**config.mk**
```make
export PLATFORM = sky130hd
export DESIGN_NAME = ps2_receiver
export DESIGN_NICKNAME = d
export VERILOG_FILES = /design/src/rtl/ps2_pkg.sv /design/src/rtl/ps2_line_filter.sv /design/src/rtl/ps2_receiver.sv
export SDC_FILE = /design/constraint.sdc
export NUM_CORES = 1
export LEC_CHECK = 0
export ABC_CLOCK_PERIOD_IN_PS = 3800
export BUFFER_PORTS_ARGS = -buffer_cell sky130_fd_sc_hd__buf_2
export CAP_MARGIN = 40
export CORE_AREA = 8 8 98 100
export DETAILED_ROUTE_END_ITERATION = 7
export DIE_AREA = 0 0 106 108
export GPL_ROUTABILITY_DRIVEN = 1
export PLACE_DENSITY = 0.5
export REMOVE_ABC_BUFFERS = 1
export SKIP_CTS_REPAIR_TIMING = 1
export SYNTH_ARGS = -nofsm -noshare
export SYNTH_HDL_FRONTEND = slang
export SYNTH_SLANG_ARGS = --single-unit
```
**constraint.sdc**
```tcl
create_clock -name clk -period 3.8 [get_ports clk]
set_input_delay 0.57 -clock clk [delete_from_list [all_inputs] [get_ports clk]]
set_output_delay 0.57 -clock clk [all_outputs]
set_load 0.02 [all_outputs]
```
**src/rtl/ps2_pkg.sv**
```systemverilog
`default_nettype none
// ============================================================================
// Module      : ps2_pkg
// Description : Shared state encoding, frame constants and the parity helper
//               for the PS/2 device-to-host receiver.
// Revision    : 1.0 - initial release
// ============================================================================
package ps2_pkg;

    // Receiver FSM state encoding
    localparam logic [1:0] IDLE   = 2'd0;
    localparam logic [1:0] DATA   = 2'd1;
    localparam logic [1:0] PARITY = 2'd2;
    localparam logic [1:0] STOP   = 2'd3;

    // Payload bits carried in one PS/2 frame
    localparam int PS2_DATA_BITS = 8;

    // True when the data byte plus its parity bit hold an odd number of ones
    function automatic logic odd_parity_ok(input logic [7:0] data, input logic p);
        return ^{data, p};
    endfunction

endpackage
`default_nettype wire

```
**src/rtl/ps2_line_filter.sv**
```systemverilog
`default_nettype none
// ============================================================================
// Module      : ps2_line_filter
// Description : Two-flop synchronizer followed by a run-length deglitcher.
//               The output follows the input only after FILTER_LEN
//               consecutive synchronized samples disagree with it.
// Revision    : 1.0 - initial release
// ============================================================================
module ps2_line_filter #(
    parameter int FILTER_LEN = 4
) (
    input  logic clk,
    input  logic rst,
    input  logic i_raw,
    output logic o_filt
);

    // Run length at which the filtered value flips
    localparam logic [3:0] c_RUN_LAST = 4'(FILTER_LEN - 1);

    logic       r_sync1;
    logic       r_sync2;
    logic       r_filt;
    logic [3:0] r_run;

    // Synchronize the asynchronous line; idle PS/2 bus is high
    always_ff @(posedge clk) begin
        if (rst) begin
            r_sync1 <= 1'b1;
            r_sync2 <= 1'b1;
        end else begin
            r_sync1 <= i_raw;
            r_sync2 <= r_sync1;
        end
    end

    // Count consecutive disagreeing samples; any agreeing sample restarts the run
    always_ff @(posedge clk) begin
        if (rst) begin
            r_filt <= 1'b1;
            r_run  <= 4'd0;
        end else if (r_sync2 != r_filt) begin
            if (r_run == c_RUN_LAST) begin
                r_filt <= r_sync2;
                r_run  <= 4'd0;
            end else begin
                r_run <= r_run + 4'd1;
            end
        end else begin
            r_run <= 4'd0;
        end
    end

    assign o_filt = r_filt;

endmodule
`default_nettype wire

```
**src/rtl/ps2_receiver.sv**
```systemverilog
`default_nettype none
// ============================================================================
// Module      : ps2_receiver
// Description : PS/2 device-to-host deserializer. Samples the filtered data
//               line on filtered clock falling edges, checks start/parity/
//               stop, and presents each good scan code with a one-cycle
//               strobe. Bad frames and stalled frames raise error strobes.
// Revision    : 1.0 - initial release
// ============================================================================
module ps2_receiver
    import ps2_pkg::*;
#(
    parameter int FILTER_LEN     = 4,
    parameter int TIMEOUT_CYCLES = 50000
) (
    input  logic       clk,
    input  logic       rst,
    input  logic       PS2_CLOCK,
    input  logic       PS2_DATA,
    output logic [7:0] keycode,
    output logic       is_pressed,
    output logic       parity_err,
    output logic       frame_err,
    output logic       busy
);

    localparam int                c_TO_W    = $clog2(TIMEOUT_CYCLES + 1);
    localparam logic [c_TO_W-1:0] c_TO_LAST = c_TO_W'(TIMEOUT_CYCLES - 1);
    localparam logic [3:0]        c_BIT_LAST = 4'(PS2_DATA_BITS - 1);

    logic w_clk_filt;
    logic w_dat_filt;
    logic w_fall;
    logic r_clk_prev;

    logic [1:0]        r_state,      w_state_next;
    logic [3:0]        r_bit_cnt,    w_bit_cnt_next;
    logic [7:0]        r_shreg,      w_shreg_next;
    logic              r_parity,     w_parity_next;
    logic [c_TO_W-1:0] r_to_cnt,     w_to_cnt_next;
    logic [7:0]        r_keycode,    w_keycode_next;
    logic              r_is_pressed, w_is_pressed_next;
    logic              r_parity_err, w_parity_err_next;
    logic              r_frame_err,  w_frame_err_next;

    ps2_line_filter #(.FILTER_LEN(FILTER_LEN)) u_clk_filt (
        .clk    (clk),
        .rst    (rst),
        .i_raw  (PS2_CLOCK),
        .o_filt (w_clk_filt)
    );

    ps2_line_filter #(.FILTER_LEN(FILTER_LEN)) u_dat_filt (
        .clk    (clk),
        .rst    (rst),
        .i_raw  (PS2_DATA),
        .o_filt (w_dat_filt)
    );

    // Remember the filtered clock to detect its falling edge
    always_ff @(posedge clk) begin
        if (rst) r_clk_prev <= 1'b1;
        else     r_clk_prev <= w_clk_filt;
    end

    assign w_fall = r_clk_prev & ~w_clk_filt;

    // State, datapath and registered strobes
    always_ff @(posedge clk) begin
        if (rst) begin
            r_state      <= IDLE;
            r_bit_cnt    <= 4'd0;
            r_shreg      <= 8'h00;
            r_parity     <= 1'b0;
            r_to_cnt     <= '0;
            r_keycode    <= 8'h00;
            r_is_pressed <= 1'b0;
            r_parity_err <= 1'b0;
            r_frame_err  <= 1'b0;
        end else begin
            r_state      <= w_state_next;
            r_bit_cnt    <= w_bit_cnt_next;
            r_shreg      <= w_shreg_next;
            r_parity     <= w_parity_next;
            r_to_cnt     <= w_to_cnt_next;
            r_keycode    <= w_keycode_next;
            r_is_pressed <= w_is_pressed_next;
            r_parity_err <= w_parity_err_next;
            r_frame_err  <= w_frame_err_next;
        end
    end

    // Next-state, bit capture, frame verdict and inter-edge timeout
    always_comb begin
        w_state_next      = r_state;
        w_bit_cnt_next    = r_bit_cnt;
        w_shreg_next      = r_shreg;
        w_parity_next     = r_parity;
        w_to_cnt_next     = r_to_cnt;
        w_keycode_next    = r_keycode;
        w_is_pressed_next = 1'b0;
        w_parity_err_next = 1'b0;
        w_frame_err_next  = 1'b0;

        if (r_state == IDLE) begin
            w_to_cnt_next = '0;
            // A high start bit is a spurious edge and is silently ignored
            if (w_fall && !w_dat_filt) begin
                w_state_next   = DATA;
                w_bit_cnt_next = 4'd0;
            end
        end else if (w_fall) begin
            // An edge always wins over a coincident timeout
            w_to_cnt_next = '0;
            case (r_state)
                DATA: begin
                    w_shreg_next   = {w_dat_filt, r_shreg[7:1]};
                    w_bit_cnt_next = r_bit_cnt + 4'd1;
                    if (r_bit_cnt == c_BIT_LAST) w_state_next = PARITY;
                end
                PARITY: begin
                    w_parity_next = w_dat_filt;
                    w_state_next  = STOP;
                end
                STOP: begin
                    w_state_next = IDLE;
                    if (!w_dat_filt) begin
                        w_frame_err_next = 1'b1;
                    end else if (!odd_parity_ok(r_shreg, r_parity)) begin
                        w_parity_err_next = 1'b1;
                    end else begin
                        w_keycode_next    = r_shreg;
                        w_is_pressed_next = 1'b1;
                    end
                end
                default: w_state_next = IDLE;
            endcase
        end else if (r_to_cnt == c_TO_LAST) begin
            // Device stalled mid-frame: drop the partial byte
            w_frame_err_next = 1'b1;
            w_state_next     = IDLE;
            w_to_cnt_next    = '0;
            w_bit_cnt_next   = 4'd0;
            w_shreg_next     = 8'h00;
        end else begin
            w_to_cnt_next = r_to_cnt + 1'b1;
        end
    end

    assign keycode    = r_keycode;
    assign is_pressed = r_is_pressed;
    assign parity_err = r_parity_err;
    assign frame_err  = r_frame_err;
    assign busy       = (r_state != IDLE);

endmodule
`default_nettype wire

```
==> impl_metrics.toml <==
[run_status]
status = "finished, final reports clean"

[clock_network]
htreeDepth = 3
clkTransAtPathRegs_ns = 0.07
cts.sinks = 57
insertion_delay_ns = 0.33
cts_buffers = 9
ctsRootBufferMaster = "clkbuf_8"
cts_tree = "yes"
clockBufferDepth = 2

[grt]
grtUsageTotal_pct = 8.67
grt_pass1_vias = 1709
overflow = 0
grt_max_degree = 35
grt_antenna_before_repair = 0
grt_pass1_wl_um = 7880

[synthesis]
avgSynthCellArea_um2 = 8.77
ys_seq_elements = 57
syn_area_um2 = 2450
netlist_instances = 280
ys_seq_area_share_pct = 46.5
ys_types = 39
yosys_warnings = 0

[routing]
via_per_inst = 4.57
drt_iter0_drc = 55
routed_wl_um = 4560
drc = 0
postRouteAntennaNets = 0
met1_length_um = 2220
wl_met2_um = 2020
maxUsedRoutingLayer = "met4"
vias = 1858
wl_per_cell_um = 11.2
routed-wl-met3_um = 183
drt-pass1-iter-count = 4

[timing]
slew_violations = 0
finalHoldViolCount = 0
rsz0062_at_grt = "no"
fin_crit_sh_pct = 68.8
worstMarginPinSlew_ns = 0.650
finalSetupTns_ns = 0
layout_min_cycle_time_ns = 2.61
setup_viol = 0
max_freq_mhz = 383
maxSlewHeadroom_pct = 56.6
fin_worst_skew_ns = 0.00984
worst_slack_ns = 1.19

[worst_setup_path]
cp_slowest_stage_delay_ns = 0.60
critPathArrivalTime_ns = 2.88
crit_slowest_cell = "or3_2"
startpoint_type = "register"
cp.required_ns = 4.07
path_cells = "inv_1 > ha_1 > nor3b_2 > nand3_1 > or3_2 > a21oi_1"
path_max_fanout = 17
path_class = "register to register"
critPathCaptureType = "register"

[min_path]
min_path_type = "register to register"

[flow_run]
drv_cap = 0

[placement]
dp_hpwl_um = 3060
gp_congestion = 0.794
dp_slack_ns = 1.21
port_buffers = 15

[cells_and_area]
fill_cells = 851
final_nets = 311
num_antenna_cells = 0
drive_gt1_share_pct = 13.6
area_delta_synth_final_pct = 15.7
final_cell_mix = "57 x dfxtp_1, 39 x nor2_1, 23 x a21oi_1"
mostFrequentLayoutCell = "dfxtp_1"

[floorplanning]
std_cell_rows = 33
die_x_um = 106
initial_utilization_pct = 30.5
num_io_pins = 16
die_height_um = 108
core_region_area_um2 = 8050
dieArea_um2 = 11400

[pwr]
cellLeakagePower_nw = 1.00
p_per_area_nw_per_um2 = 427
ir_drop_mv = 0.174
p_total_mw = 1.21
worst max-delay path: cells and delay by family (launching register included):
family / cells / cell delay, ns
AO/OA/AOI/OAI: 1 / 0.12
adder cells (fa/ha/maj): 1 / 0.28
buffers and inverters: 1 / 0.09
flip-flops: 1 / 0.43
AND/OR/NAND/NOR: 3 / 1.63
path summary, 6_finish.rpt:
check | slack [ns] | depth (start not counted) | start | to
max reg2reg | 1.19 | 6 | r_state[1] | keycode[0]
min | 0.41 | 1 | u_clk_filt.r_sync1 | u_clk_filt.r_sync2
max | 1.19 | 6 | r_state[1] | keycode[0]
min reg2reg | 0.41 | 1 | u_clk_filt.r_sync1 | u_clk_filt.r_sync2
cell type report:
cell class,instances,area (µm²),share of cell area (%)
Multi-Input combinational cell,200,1220,42.9
Sequential cell,57,1140,40.2
Clock buffer,13,179,6.30
Tap cell,105,131,4.63
Timing Repair Buffer,16,82.6,2.91
Inverter,14,52.6,1.85
Clock inverter,2,35.0,1.23
per-layer routing:
metal / track usage, % / up-vias
met5: 0 / -
li1: - / 975
met4: 6.93 / 0
met2: 13.0 / 22
met3: 3.09 / 9
met1: 9.88 / 852
per-stage QoR:
| step | instance area [µm²] | utilization, % | instances | hold WS (ns) |
|---|---|---|---|---|
| 6_report | 2840 | 35.3 | 407 | 0.407 |
| 5_1_grt | 2840 | 35.3 | 407 | 0.410 |
| 4_1_cts | 2840 | 35.3 | 407 | 0.401 |
| 3_5_place_dp | 2630 | 32.6 | 392 | 0.393 |
| 3_3_place_gp | 2630 | 32.6 | 392 | 0.393 |
| 2_1_floorplan | 2410 | - | 271 | 0.389 |
state kept, by name, summed over array words and instances (netlist names), 2 cells and up:
register	cells
keycode	8
r_bit_cnt	4
r_shreg	8
r_state	2
r_to_cnt	16
u_clk_filt.r_run	4
u_dat_filt.r_run	4
Yosys cell counts:
cell type,number,area share [%]
nor2_1,39,6.0
nor3b_2,1,0.51
a22oi_1,1,0.31
nand2_1,20,3.1
and3_1,2,0.51
nor2b_1,3,0.76
or2_2,5,1.3
xnor3_2,1,0.97
xnor2_1,18,6.4
buf_6,1,0.46
and2_1,2,0.51
and4_2,1,0.41
clkbuf_1,7,1.1
mux2i_1,1,0.41
a21o_1,1,0.31
nor4_2,1,0.51
nor4bb_1,1,0.41
ha_1,9,4.6
or3_2,1,0.31
buf_2,1,0.20
or4_1,1,0.31
or4bb_1,1,0.46
dfxtp_1,57,46
inv_1,14,2.1
nor3b_1,2,0.61
a31oi_1,1,0.26
nor3_1,5,1.0
a311oi_1,1,0.36
a32oi_1,1,0.36
nand4b_1,2,0.71
or3_1,8,2.0
xor2_1,9,3.2
o21ai_1,1,0.20
nand4_1,2,0.51
nand3_1,21,4.3
nand2b_1,1,0.26
o21ai_0,12,2.4
a21oi_1,23,4.7
a211o_1,2,0.71
logic make-up (layout without fill, tap and decap cells):
group                      count (synthesis)  after routing  synth area share, %
AOI/OAI and AO/OA                         43             43                 9.63
adders and majority gates                  9              9                 4.59
muxes                                      1              1                0.408
and+or+nand+nor                          119            119                 24.4
xor gates and xnor gates                  28             28                 10.6
buffers and inverters                     23             45                 3.87
DFF                                       57             57                 46.5
where the power goes:
part	internal (mW)	switching, mW
registers	0.602	0.00188
clock network	0.369	0.224
logic	0.00528	0.00985
Note: power is estimated with default switching activity, not from simulation.
